## src/rtl/uart_pkg.sv

```systemverilog
// ============================================================================
//  Module      : uart_pkg
//  Description : Shared types and constants for the UART block: the
//                auto-baud FSM state encoding, the baud-generator field
//                widths and the sync-character geometry.
//  Revision    : 1.0  initial release
// ============================================================================
`default_nettype none

package uart_pkg;

   // Baud generator field widths
   localparam int BAUD_W          = 13;
   localparam int FRAC_W          = 3;

   // The generator runs at 16x the bit rate
   localparam int OVERSAMPLE_LOG2 = 4;

   // The 0x55 sync character spans 8 bit-times between its first and last
   // falling edge, so total count / (8 * 16) gives the generator divisor
   localparam int SYNC_BITS       = 8;
   localparam int DIV_SHIFT       = OVERSAMPLE_LOG2 + $clog2(SYNC_BITS);

   // Auto-baud controller states
   typedef enum logic [2:0] {
      IDLE       = 3'd0,
      WAIT_START = 3'd1,
      MEASURE    = 3'd2,
      CALC       = 3'd3,
      LOCKED     = 3'd4,
      ERROR      = 3'd5
   } ab_state_e;

   // States in which a measurement is armed or running
   function automatic logic ab_is_busy(input ab_state_e s);
      return (s == WAIT_START) || (s == MEASURE);
   endfunction

   // States in which the receiver must ignore the line
   function automatic logic ab_holds_rx(input ab_state_e s);
      return (s == WAIT_START) || (s == MEASURE) || (s == CALC);
   endfunction

endpackage

`default_nettype wire

```

## src/rtl/uart_rx_edge_sync.sv

```systemverilog
// ============================================================================
//  Module      : uart_rx_edge_sync
//  Description : Two-flop synchroniser for the asynchronous RX line plus a
//                falling-edge detector. All flops reset to the idle (mark)
//                level so a reset never manufactures an edge.
//  Revision    : 1.0  initial release
// ============================================================================
`default_nettype none

module uart_rx_edge_sync (
   input  logic clk,
   input  logic aresetn,
   input  logic rx_i,
   output logic fall_o
);

   logic sync1_q;
   logic sync2_q;
   logic prev_q;

   // Resynchronise the line and keep one sample of history for edge detection
   always_ff @(posedge clk or negedge aresetn) begin
      if (!aresetn) begin
         sync1_q <= 1'b1;
         sync2_q <= 1'b1;
         prev_q  <= 1'b1;
      end else begin
         sync1_q <= rx_i;
         sync2_q <= sync1_q;
         prev_q  <= sync2_q;
      end
   end

   // High for exactly one cycle when the synchronised line goes 1 -> 0
   assign fall_o = prev_q & ~sync2_q;

endmodule

`default_nettype wire

```

## src/rtl/uart_autobaud_ctrl.sv

```systemverilog
// ============================================================================
//  Module      : uart_autobaud_ctrl
//  Description : Auto-baud configuration controller for the UART 16x baud
//                generator. Times the falling edges of a received 0x55,
//                converts the 8-bit-time total into a baud value and
//                fractional adjust, then holds them and flags lock. A
//                software override passes register values straight through.
//  Options     : UART_AUTOBAUD_FRACTION_EN
//                  defined   - fraction = C[6:4], baud = C[19:7] - 1
//                  undefined - fraction = 0, baud = round(C / 128) - 1
//  Revision    : 1.0  initial release
// ============================================================================
`default_nettype none

module uart_autobaud_ctrl
   import uart_pkg::*;
#(
   parameter int              CNT_W       = 20,
   parameter logic [CNT_W-1:0] TIMEOUT_CNT = 20'hFFFFF,
   parameter int              TOL_SHIFT   = 3
) (
   input  logic              clk,
   input  logic              aresetn,
   input  logic              enable,
   input  logic              restart,
   input  logic              rx_in,
   input  logic              sw_override,
   input  logic [BAUD_W-1:0] sw_baud_val,
   input  logic [FRAC_W-1:0] sw_fraction,
   output logic [BAUD_W-1:0] baud_val,
   output logic [FRAC_W-1:0] baud_val_fraction,
   output logic              baud_locked,
   output logic              detect_err,
   output logic              rx_hold,
   output logic              busy
);

   // Quotient carries one extra bit so the rounded form cannot wrap
   localparam int Q_W = CNT_W - DIV_SHIFT + 1;

   // ------------------------------------------------------------------------
   // Line conditioning
   // ------------------------------------------------------------------------
   logic w_fall;

   uart_rx_edge_sync u_edge_sync (
      .clk     (clk),
      .aresetn (aresetn),
      .rx_i    (rx_in),
      .fall_o  (w_fall)
   );

   // ------------------------------------------------------------------------
   // State and registered outputs
   // ------------------------------------------------------------------------
   ab_state_e         state_q,    state_d;
   logic [CNT_W-1:0]  cnt_q,      cnt_d;       // cycles since the start edge
   logic [CNT_W-1:0]  last_q,     last_d;      // count at the previous edge
   logic [CNT_W-1:0]  ref_q,      ref_d;       // first interval
   logic [CNT_W-1:0]  total_q,    total_d;     // count at the final edge
   logic [1:0]        edge_cnt_q, edge_cnt_d;  // intervals already latched
   logic [BAUD_W-1:0] baud_q,     baud_d;
   logic [FRAC_W-1:0] frac_q,     frac_d;
   logic              locked_q,   locked_d;
   logic              err_q,      err_d;
   logic              hold_q;
   logic              busy_q;

   // ------------------------------------------------------------------------
   // Interval arithmetic
   // ------------------------------------------------------------------------
   logic [CNT_W-1:0] w_cnt_inc;
   logic [CNT_W-1:0] w_interval;
   logic [CNT_W-1:0] w_diff;
   logic             w_in_tol;
   logic             w_timeout;

   // The count an edge sees includes the cycle it arrives in, so the
   // distance between two edges N cycles apart reads exactly N
   assign w_cnt_inc  = cnt_q + CNT_W'(1);
   assign w_interval = w_cnt_inc - last_q;
   assign w_diff     = (w_interval >= ref_q) ? (w_interval - ref_q)
                                             : (ref_q - w_interval);
   assign w_in_tol   = (w_diff <= (ref_q >> TOL_SHIFT));
   assign w_timeout  = (w_cnt_inc >= TIMEOUT_CNT);

   // ------------------------------------------------------------------------
   // Divisor from total count: 8 bit-times x 16 oversample = /128
   // ------------------------------------------------------------------------
   logic [Q_W-1:0]    w_quot;
   logic [Q_W-1:0]    w_quot_m1;
   logic [FRAC_W-1:0] w_frac;

`ifdef UART_AUTOBAUD_FRACTION_EN
   // Truncated quotient; the next three bits are the eighths remainder
   assign w_quot = {1'b0, total_q[CNT_W-1:DIV_SHIFT]};
   assign w_frac = total_q[DIV_SHIFT-1 -: FRAC_W];
`else
   logic [CNT_W:0] w_rounded;

   // Add half a divisor before truncating to round to nearest
   assign w_rounded = {1'b0, total_q} + (CNT_W+1)'(1 << (DIV_SHIFT - 1));
   assign w_quot    = w_rounded[CNT_W:DIV_SHIFT];
   assign w_frac    = '0;
`endif

   assign w_quot_m1 = w_quot - Q_W'(1);

   // ------------------------------------------------------------------------
   // Next-state logic: override > disable > restart > normal sequencing
   // ------------------------------------------------------------------------
   always_comb begin
      state_d    = state_q;
      cnt_d      = cnt_q;
      last_d     = last_q;
      ref_d      = ref_q;
      total_d    = total_q;
      edge_cnt_d = edge_cnt_q;
      baud_d     = baud_q;
      frac_d     = frac_q;
      locked_d   = locked_q;
      err_d      = err_q;

      if (sw_override) begin
         // Register values pass through and the measurement engine parks
         state_d  = IDLE;
         baud_d   = sw_baud_val;
         frac_d   = sw_fraction;
         locked_d = 1'b1;
         err_d    = 1'b0;
      end else if (!enable) begin
         // Drop status but keep the last divisor driving the generator
         state_d  = IDLE;
         locked_d = 1'b0;
         err_d    = 1'b0;
      end else if (restart) begin
         state_d  = WAIT_START;
         locked_d = 1'b0;
         err_d    = 1'b0;
      end else begin
         case (state_q)
            IDLE: begin
               state_d  = WAIT_START;
               locked_d = 1'b0;
            end

            WAIT_START: begin
               if (w_fall) begin
                  cnt_d      = '0;
                  last_d     = '0;
                  edge_cnt_d = '0;
                  state_d    = MEASURE;
               end
            end

            MEASURE: begin
               cnt_d = w_cnt_inc;
               if (w_fall) begin
                  last_d     = w_cnt_inc;
                  edge_cnt_d = edge_cnt_q + 2'd1;
                  if (edge_cnt_q == 2'd0) begin
                     ref_d = w_interval;
                  end else if (!w_in_tol) begin
                     state_d = ERROR;
                     err_d   = 1'b1;
                  end else if (edge_cnt_q == 2'd3) begin
                     total_d = w_cnt_inc;
                     state_d = CALC;
                  end
               end else if (w_timeout) begin
                  state_d = ERROR;
                  err_d   = 1'b1;
               end
            end

            CALC: begin
               // A zero divisor cannot be programmed; reject instead
               if (w_quot == '0) begin
                  state_d = ERROR;
                  err_d   = 1'b1;
               end else begin
                  baud_d   = w_quot_m1[BAUD_W-1:0];
                  frac_d   = w_frac;
                  locked_d = 1'b1;
                  state_d  = LOCKED;
               end
            end

            LOCKED: begin
               state_d = LOCKED;
            end

            ERROR: begin
               state_d = ERROR;
            end

            default: begin
               state_d = IDLE;
            end
         endcase
      end
   end

   // State, measurement registers and all outputs update together
   always_ff @(posedge clk or negedge aresetn) begin
      if (!aresetn) begin
         state_q    <= IDLE;
         cnt_q      <= '0;
         last_q     <= '0;
         ref_q      <= '0;
         total_q    <= '0;
         edge_cnt_q <= '0;
         baud_q     <= '0;
         frac_q     <= '0;
         locked_q   <= 1'b0;
         err_q      <= 1'b0;
         hold_q     <= 1'b0;
         busy_q     <= 1'b0;
      end else begin
         state_q    <= state_d;
         cnt_q      <= cnt_d;
         last_q     <= last_d;
         ref_q      <= ref_d;
         total_q    <= total_d;
         edge_cnt_q <= edge_cnt_d;
         baud_q     <= baud_d;
         frac_q     <= frac_d;
         locked_q   <= locked_d;
         err_q      <= err_d;
         hold_q     <= ab_holds_rx(state_d);
         busy_q     <= ab_is_busy(state_d);
      end
   end

   assign baud_val          = baud_q;
   assign baud_val_fraction = frac_q;
   assign baud_locked       = locked_q;
   assign detect_err        = err_q;
   assign rx_hold           = hold_q;
   assign busy              = busy_q;

endmodule

`default_nettype wire

```

## config.mk

```make
export PLATFORM = sky130hd
export DESIGN_NAME = uart_autobaud_ctrl
export DESIGN_NICKNAME = d
export VERILOG_FILES = /design/src/rtl/uart_pkg.sv /design/src/rtl/uart_rx_edge_sync.sv /design/src/rtl/uart_autobaud_ctrl.sv
export SDC_FILE = /design/constraint.sdc
export NUM_CORES = 1
export LEC_CHECK = 0
export BUFFER_PORTS_ARGS = -buffer_cell sky130_fd_sc_hd__buf_4
export CORE_UTILIZATION = 25
export DETAILED_ROUTE_END_ITERATION = 7
export PLACE_DENSITY = 0.43
export SETUP_SLACK_MARGIN = 0.3
export SLEW_MARGIN = 10
export SYNTH_ARGS = -nofsm -noshare
export SYNTH_HDL_FRONTEND = slang
export SYNTH_HIERARCHICAL = 1
export SYNTH_SLANG_ARGS = --single-unit
export TNS_END_PERCENT = 100
```

## constraint.sdc

```tcl
create_clock -name clk -period 11.5 [get_ports clk]
set_input_delay 2.3 -clock clk [delete_from_list [all_inputs] [get_ports clk]]
set_output_delay 2.3 -clock clk [all_outputs]
set_load 0.005 [all_outputs]
```

* Yosys cells after proc, flatten, opt, wreduce, memory -nomap -nowiden
Index checks and enable logic that the tools add are counted.
Widths: inputs -> output; s select.
** Storage, ports and cells
- Output and inout bits :: 20
- Flip-flop bits (word level) :: 108
- Logic and storage cells :: 108
- Input port bits :: 22
** Operators by class
- Muxes and demuxes :: 43
- Equality and inequality tests :: 20
- Order comparisons :: 3
- $add $sub $neg :: 7
- Reductions and logical operators :: 15
- Bitwise gates (word level) :: 5
** Operators by type and width (number)
- $pmux 20 s2 :: 2
- $mux 13 :: 5
- $mux 20 :: 3
- $sub 20x20->20 :: 3
- $mux 3 :: 14
- $add 20x7->21 const B :: 1
- $add 20x1->20 const B :: 1
- $ge 20x20->1 :: 1
- $ge 20x20->1 const B :: 1
- $le 20x17->1 :: 1
- $pmux 3 s6 :: 1
- $logic_not 14->1 :: 1
- $mux 1 :: 13
- $sub 13x1->13 const B :: 1
- $eq 3x2->1 const B :: 4
- $ne 6x6->1 const B :: 2
- $reduce_and 6->1 :: 2
- $ne 5x1->1 const B :: 2
- $ne 5x5->1 const B :: 2
- $reduce_and 5->1 :: 2
- $reduce_and 8->1 :: 1
- $eq 3x1->1 const B :: 2
- $eq 3x3->1 const B :: 2
- $ne 2x1->1 const B :: 3
- other kinds (15) :: 23

* Depth between registers and ports, before layout
Gate-level depths: netlist (run 1).
- Word-level depth :: 15
- Gate-level depth with buffers :: 43
- Depth with buffers taken out :: 40

* Hierarchy
The synthesis (run 1) kept the hierarchy.
** By module, submodules not included
- uart_autobaud_ctrl :: instances 1, seq. area each 2477.4 µm², cells an instance 1050, area each 8526.9 µm²
- uart_rx_edge_sync :: instances 1, seq. area each 78.8 µm², cells an instance 4, area each 92.6 µm²

* Worst setup path before layout (run 1)
Ideal clock, no wire load.
- Kind :: register to register
- Start :: reg cnt_q[2]
- End :: reg total_q[10]
- Library setup time :: 0.125 ns
- Cell stages (with the launch flop) :: 39
- Data required time :: 11.375 ns
- Period minus slack after synthesis :: 7.576 ns
- Buffers on the path :: 3
- Arrival time :: 7.450 ns
- Setup slack :: 3.924 ns
- Cell sequence :: dfrtp_1 > clkbuf_1 > nand4_1 > nor2_1 > nand2_1 > xor2_1 > inv_1 > ha_1 > a2111o_1 > o21ai_0 > o21bai_1 > a21o_1 > a21oi_1 > o31ai_1 > o41ai_1 > xnor2_1 > ha_1 > and3_1 > [... 3 more ...] > buf_6 > and2_0 > a221oi_1 > o22ai_1 > a221oi_1 > xnor2_1 > ha_1 > and4_1 > nand4_1 > o22a_1 > o21ai_0 > nand2b_1 > mux2i_1 > nand3_2 > nor2_4 > nand4_4 > buf_6 > mux2_4
** Between the ends
- Word-level cells in the longest chain between the ends :: 6
- Elaborated cells between the ends (all ways) :: 8
- Classes of those cells :: add/sub: 4; order compare: 2; mux: 1; reduce/logical: 1
** Ends and longest elaborated chain
- start, declared :: RTL line uart_autobaud_ctrl.sv:57 : logic [CNT_W-1:0] cnt_q, cnt_d;
- start signal, assigned :: RTL line uart_autobaud_ctrl.sv:221 : cnt_q <= cnt_d;
- $add 20x1->20 * :: RTL line uart_autobaud_ctrl.sv:80 : assign w_cnt_inc = cnt_q + CNT_W'(1);
- named net w_cnt_inc[7] :: RTL line uart_autobaud_ctrl.sv:72 : logic [CNT_W-1:0] w_cnt_inc;
- $sub 20x20->20 * :: RTL line uart_autobaud_ctrl.sv:81 : assign w_interval = w_cnt_inc - last_q;
- named net w_interval[18] :: RTL line uart_autobaud_ctrl.sv:73 : logic [CNT_W-1:0] w_interval;
- $sub 20x20->20 (tied with other cells) :: RTL line uart_autobaud_ctrl.sv:83 : : (ref_q - w_interval);
- $mux 20 * :: RTL line uart_autobaud_ctrl.sv:82 : assign w_diff = (w_interval >= ref_q) ? (w_interval - ref_q)
- $le 20x17->1 * :: RTL line uart_autobaud_ctrl.sv:84 : assign w_in_tol = (w_diff <= (ref_q >> TOL_SHIFT));
- $reduce_and 8->1 (no source line) *
- end signal, assigned :: RTL line uart_autobaud_ctrl.sv:224 : total_q <= total_d;
- end, declared :: RTL line uart_autobaud_ctrl.sv:60 : logic [CNT_W-1:0] total_q, total_d;
Mark *: on every way through the listed nets, which the timed path passes. The rest lies on a longest branch.
A chain may end at the register's enable or synchronous reset.

* Worst setup path after layout (run 1)
- Start :: reg cnt_q[0]
- End :: reg total_q[10]
Same word-level chain as after synthesis.

==> results of run 1 <==
[cell usage in the layout (no fill, tap or decap), drive strengths merged, types with 8 or more instances in the layout]
master | Yosys | final
a31oi | 8 | 8
ha | 81 | 81
nand4 | 28 | 28
nand2 | 114 | 114
inv | 106 | 110
nand2b | 12 | 12
nor2b | 16 | 16
a21oi | 91 | 91
a22o | 10 | 10
buf | 20 | 48
xnor2 | 42 | 42
clkbuf | 25 | 10
or3 | 8 | 8
nand3 | 25 | 25
mux2 | 15 | 15
nor3 | 18 | 18
a21o | 16 | 16
nor2 | 63 | 63
and4 | 10 | 10
dfrtp | 99 | 99
o21ai | 99 | 99
mux2i | 12 | 12
a211oi | 14 | 14
xor2 | 28 | 28
[per-layer routing]
metal  vias to the layer above  track usage  wire length (um)
met4                         0       0.0341               367
met5                         -            0                 0
met2                       117        0.241             11400
li1                       3724            -                 -
met1                      3435        0.188             11700
met3                        21       0.0210               569
[worst min path at each step]
stage,to,slack [ns]
2_1_floorplan,u_edge_sync/sync2_q,0.35
3_3_place_gp,u_edge_sync/sync2_q,0.35
3_5_place_dp,u_edge_sync/sync2_q,0.35
4_1_cts,u_edge_sync/sync2_q,0.36
5_1_grt,u_edge_sync/sync2_q,0.36
6_report,u_edge_sync/sync2_q,0.36
[registers in the layout, summed over array words and instances (netlist names), 2 cells and up]
signal             count
baud_val              13
cnt_q                 20
ref_q                 20
baud_val_fraction      3
state_q                3
edge_cnt_q             2
last_q                20
total_q               14
[through the flow]
stage               hold slack (ns)  instance area, um^2   util
floorplan                     0.345                 8620      -
global placement              0.347                 9320  0.277
detailed placement            0.347                 9320  0.277
CTS                           0.359                 9600  0.285
global route                  0.365                 9600  0.285
finish                        0.358                 9600  0.285
[cells by family (layout without fill, tap and decap cells)]
logic type,count (synthesis),after routing,synth area share
AOI/OAI and AO/OA,292,292,0.205
xor gates and xnor gates,70,70,0.0720
adders and majority gates,84,84,0.125
buffers and inverters,151,170,0.0717
DFF,102,102,0.297
muxes,27,27,0.0366
and+or+nand+nor,328,328,0.194
[worst max-delay path: cells and delay by family, from the launching register on]
kind / cells / cell delay, ns
AOI/OAI and AO/OA: 12 / 3.35
and+or+nand+nor: 15 / 2.95
adders and majority gates: 4 / 1.37
muxes: 2 / 0.80
DFF: 1 / 0.53
xor gates and xnor gates: 2 / 0.37
buffers and inverters: 1 / 0.13
[power by group]
group          switching [mW]  total, mW  internal [mW]
clock network           0.161      0.313          0.152
logic                   0.316      0.513          0.197
registers             0.00608      0.373          0.367
[cell type report]
| cell class | count | share of cell area |
|---|---|---|
| inverters | 106 | 0.0414 |
| multi-input cells | 801 | 0.567 |
| repair buffers | 48 | 0.0375 |
| clock buffers | 10 | 0.0238 |
| flip-flops and latches | 102 | 0.266 |
| clock inverters | 6 | 0.00547 |
| well taps | 448 | 0.0584 |
==> flow_summary.ini, run 1 <==
[clocking]
cts_htree_levels = 3
root_buffer = clkbuf_16
cts_tree = done
cts_resized = 0
post_cts_buffers = 0
cts_buffers = 9
ctsHoldBuffers = 0
cts.clk_slew.worst_paths_ns = 0.08
clkLatencyLatePin_ns = 0.37
clock_sinks = 102
clockBufferDepth = 2

[critical_path]
worstRegToRegCells = 36
crit_top_cell = ha_1
required_ns = 11.75
startpoint = cnt_q[0]
slowest_stage = nand4_2
endpoint = total_q[10]
cp_slowest_stage_delay_ns = 0.61
reg2reg_to = total_q[10]
reg2reg_from = cnt_q[0]
worstSetupPathType = flop to flop
cp.arrival_ns = 9.86
path_max_fanout = 27
startpoint_type = flop
critPathCaptureType = flop
rrSetupSlack_ns = 1.89

[grt]
antenna_found_initial = 0
track_usage = 0.142
grt_pass1_vias = 7286
grt_pass1_wl_mm = 40.1
grt_max_degree = 69
grt.overflow.total = 0

[logic_synthesis]
synth_edf_count = 0
yosysWarnings = 6
synth_cells = 1054
synth_seq_cells = 102
synth.area.top_cells = dfrtp_1, ha_1, o21ai_0, a21oi_1, nand2_1
yosys.area.top_type = dfrtp_1
ys_types = 70
synth_ff_type = dfrtp_1
synth_area_um2 = 8620
synth-seq-area-share = 0.297
synthArstFlopShare = 1.00
synth_common_cells = nand2_1, inv_1, dfrtp_1
avgSynthCellArea_um2 = 8.18
post-synth-top-count-cell = nand2_1
synth_top_area_frac = 0.287
syn_nets = 1160

[sta]
worstMarginPinSlew_ns = 1.06
max_freq_mhz = 104
setup_ws_ns = 1.89
hold_viol = 0
max-slew-margin-rel = 0.285
finalCritPeriodShare = 0.836
slew_violations = 0
rsz0062_at_grt = no
tns_ns = 0
skew_ns = 0.0124
post-route-min-period_ns = 9.61
setup_viol = 0

[route]
routedWlPerCell_um = 15.8
drtAntennaViolNets = 0
vias = 7297
wl_mm = 24.1
drc = 0
via_per_inst = 4.80
drtIter0Drc = 388
first_pass_iters = 5

[layout]
antenna_cells = 0
layout.area.seq_um2 = 2560
num-fill-cells = 3658
final_nets = 1174
drive_above_1_share = 0.0923
area_growth_pct = 11.4
finalNonFillerCells = 1521
multiInputGateArea_um2 = 5450

[die]
start_util = 0.256
dieArea_um2 = 35200
rows = 67
io_pins = 42
core_area_um2 = 33700
die_w_um = 188
fp.dieH_um = 188

[placement]
dp.final_hpwl_mm = 18.6
gp_congestion = 0.853
dp.cells = 1505
io_buffers = 41
pre_cts_ws_ns = 1.96

[worst_hold_path]
holdCritStartpoint = u_edge_sync/sync1_q
min_path_type = flop to flop
min_path_cells = 0

[run_status]
status = finished clean

[pwr]
p_total_mw = 1.20
peakVddDrop_mv = 0.0781
power.density_nw_per_um2 = 125
p_leak_nw = 4.25

[job]
drv_cap = 0
(Power assumes the default switching activity.)
==> inputs of run 2 (changes only) <==
- clock period: 11.5 -> 9.95 ns (I/O delays scaled with it)
==> flow_summary.ini, run 2 (same netlist as run 1, synthesis figures left out) <==
[route]
via_per_inst = 4.89
vias = 7476
wl_mm = 24.4
drtIter0Drc = 487
first_pass_iters = 5
drc = 0
drtAntennaViolNets = 0
routedWlPerCell_um = 15.9

[layout]
mostFrequentLayoutCell = nand2_1
layout_common_cells = nand2_1, inv_1, dfrtp_1, o21ai_0, a21oi_1
drive_above_1_share = 0.104
area_growth_pct = 12.7
reg_top3 = cnt_q x20, last_q x20, ref_q x20
final_nets = 1182
antenna_cells = 0

[pwr]
p_leak_nw = 4.30
power.density_nw_per_um2 = 144
peakVddDrop_mv = 0.0648

[critical_path]
reg2reg_to = total_q[17]
startpoint = cnt_q[3]
slowest_stage = dfrtp_1
path_max_fanout = 15
cp_slowest_stage_delay_ns = 0.48
worstRegToRegCells = 35
worstSetupPathType = flop to flop
endpoint = total_q[17]
required_ns = 10.19
rrSetupSlack_ns = 1.18
startpoint_type = flop
cp.arrival_ns = 9.02
critPathCaptureType = flop
reg2reg_from = cnt_q[3]

[die]
dieArea_um2 = 35200
fp.dieH_um = 188
io_pins = 42
die_w_um = 188
core_area_um2 = 33700
rows = 67
start_util = 0.256

[sta]
max-slew-margin-rel = 0.294
skew_ns = 0.0112
rsz0062_at_grt = no
setup_ws_ns = 1.18
finalCritPeriodShare = 0.882
hold_viol = 0
worstMarginPinSlew_ns = 1.05
max_freq_mhz = 114
tns_ns = 0
post-route-min-period_ns = 8.77
setup_viol = 0
slew_violations = 0

[clocking]
root_buffer = clkbuf_16
cts_buffers = 9
cts_tree = done
clock_sinks = 102
cts.clk_slew.worst_paths_ns = 0.07
cts_htree_levels = 3
clockBufferDepth = 2
clkLatencyLatePin_ns = 0.36

[placement]
gp_congestion = 0.928
dp.final_hpwl_mm = 18.8
pre_cts_ws_ns = 0.749
io_buffers = 41

[grt]
grt.overflow.total = 0
grt_pass1_vias = 7522
grt_pass1_wl_mm = 40.7
antenna_found_initial = 0
track_usage = 0.143
grt_max_degree = 73

[worst_hold_path]
holdCritStartpoint = u_edge_sync/sync1_q
min_path_type = flop to flop

[job]
drv_cap = 0

[run_status]
status = finished clean
## run 2: cell type report
cell class | instances | area, um^2
Fill cell | 3688 | 24000
Multi-Input combinational cell | 801 | 5470
Sequential cell | 102 | 2560
Tap cell | 448 | 561
Timing Repair Buffer | 56 | 433
Inverter | 106 | 398
Clock buffer | 11 | 243
Clock inverter | 4 | 55.1
## run 2: what timing repair did
item | 4_1_cts | 5_1_grt
gates resized for setup | 0 | 7
hold buffers | 0 | 0
buffers inserted | 0 | 2
setup endpoints to repair | 0 | 18
## run 2: worst min-delay path by stage
stage | endpoint | slack, ns | cells past startpoint
after CTS | u_edge_sync/sync2_q | 0.36 | 0
final | u_edge_sync/sync2_q | 0.36 | 0
after detailed placement | u_edge_sync/sync2_q | 0.35 | 0
after global placement | u_edge_sync/sync2_q | 0.35 | 0
after floorplan | u_edge_sync/sync2_q | 0.35 | 0
after global routing | u_edge_sync/sync2_q | 0.36 | 0
## run 2: layer usage
layer	vias to the layer above	part of all wire	track usage
li1	3731	-	-
met1	3524	0.48	0.195
met2	177	0.47	0.238
met3	44	0.030	0.0127
met4	0	0.023	0.0450
met5	-	0	0
## run 2: where the power goes
group	leakage [nW]	total (mW)	switching, mW	internal [mW]
clock	0.142	0.374	0.171	0.203
sequential	1.35	0.431	0.00707	0.424
combinational	2.81	0.593	0.361	0.232
## run 2: per-stage QoR
stage	hold slack (ns)	std cells	cell area, um^2	util	total power, mW
global placement	0.346	1511	9370	0.278	1.03
global route	0.365	1528	9710	0.288	1.50
floorplan	0.345	1054	8620	-	0.866
CTS	0.357	1526	9660	0.287	1.40
finish	0.357	1528	9710	0.288	1.40
detailed placement	0.347	1511	9370	0.278	1.02
## run 2: worst max-delay path: cells and delay by family, from the launching register on
kind / cells / cell delay [ns]
buf+inv: 3 / 0.61
flops: 1 / 0.48
xor+xnor: 3 / 0.65
fa+ha+maj: 3 / 1.04
compound gates: 13 / 3.14
mux: 3 / 0.88
simple gates: 10 / 1.85
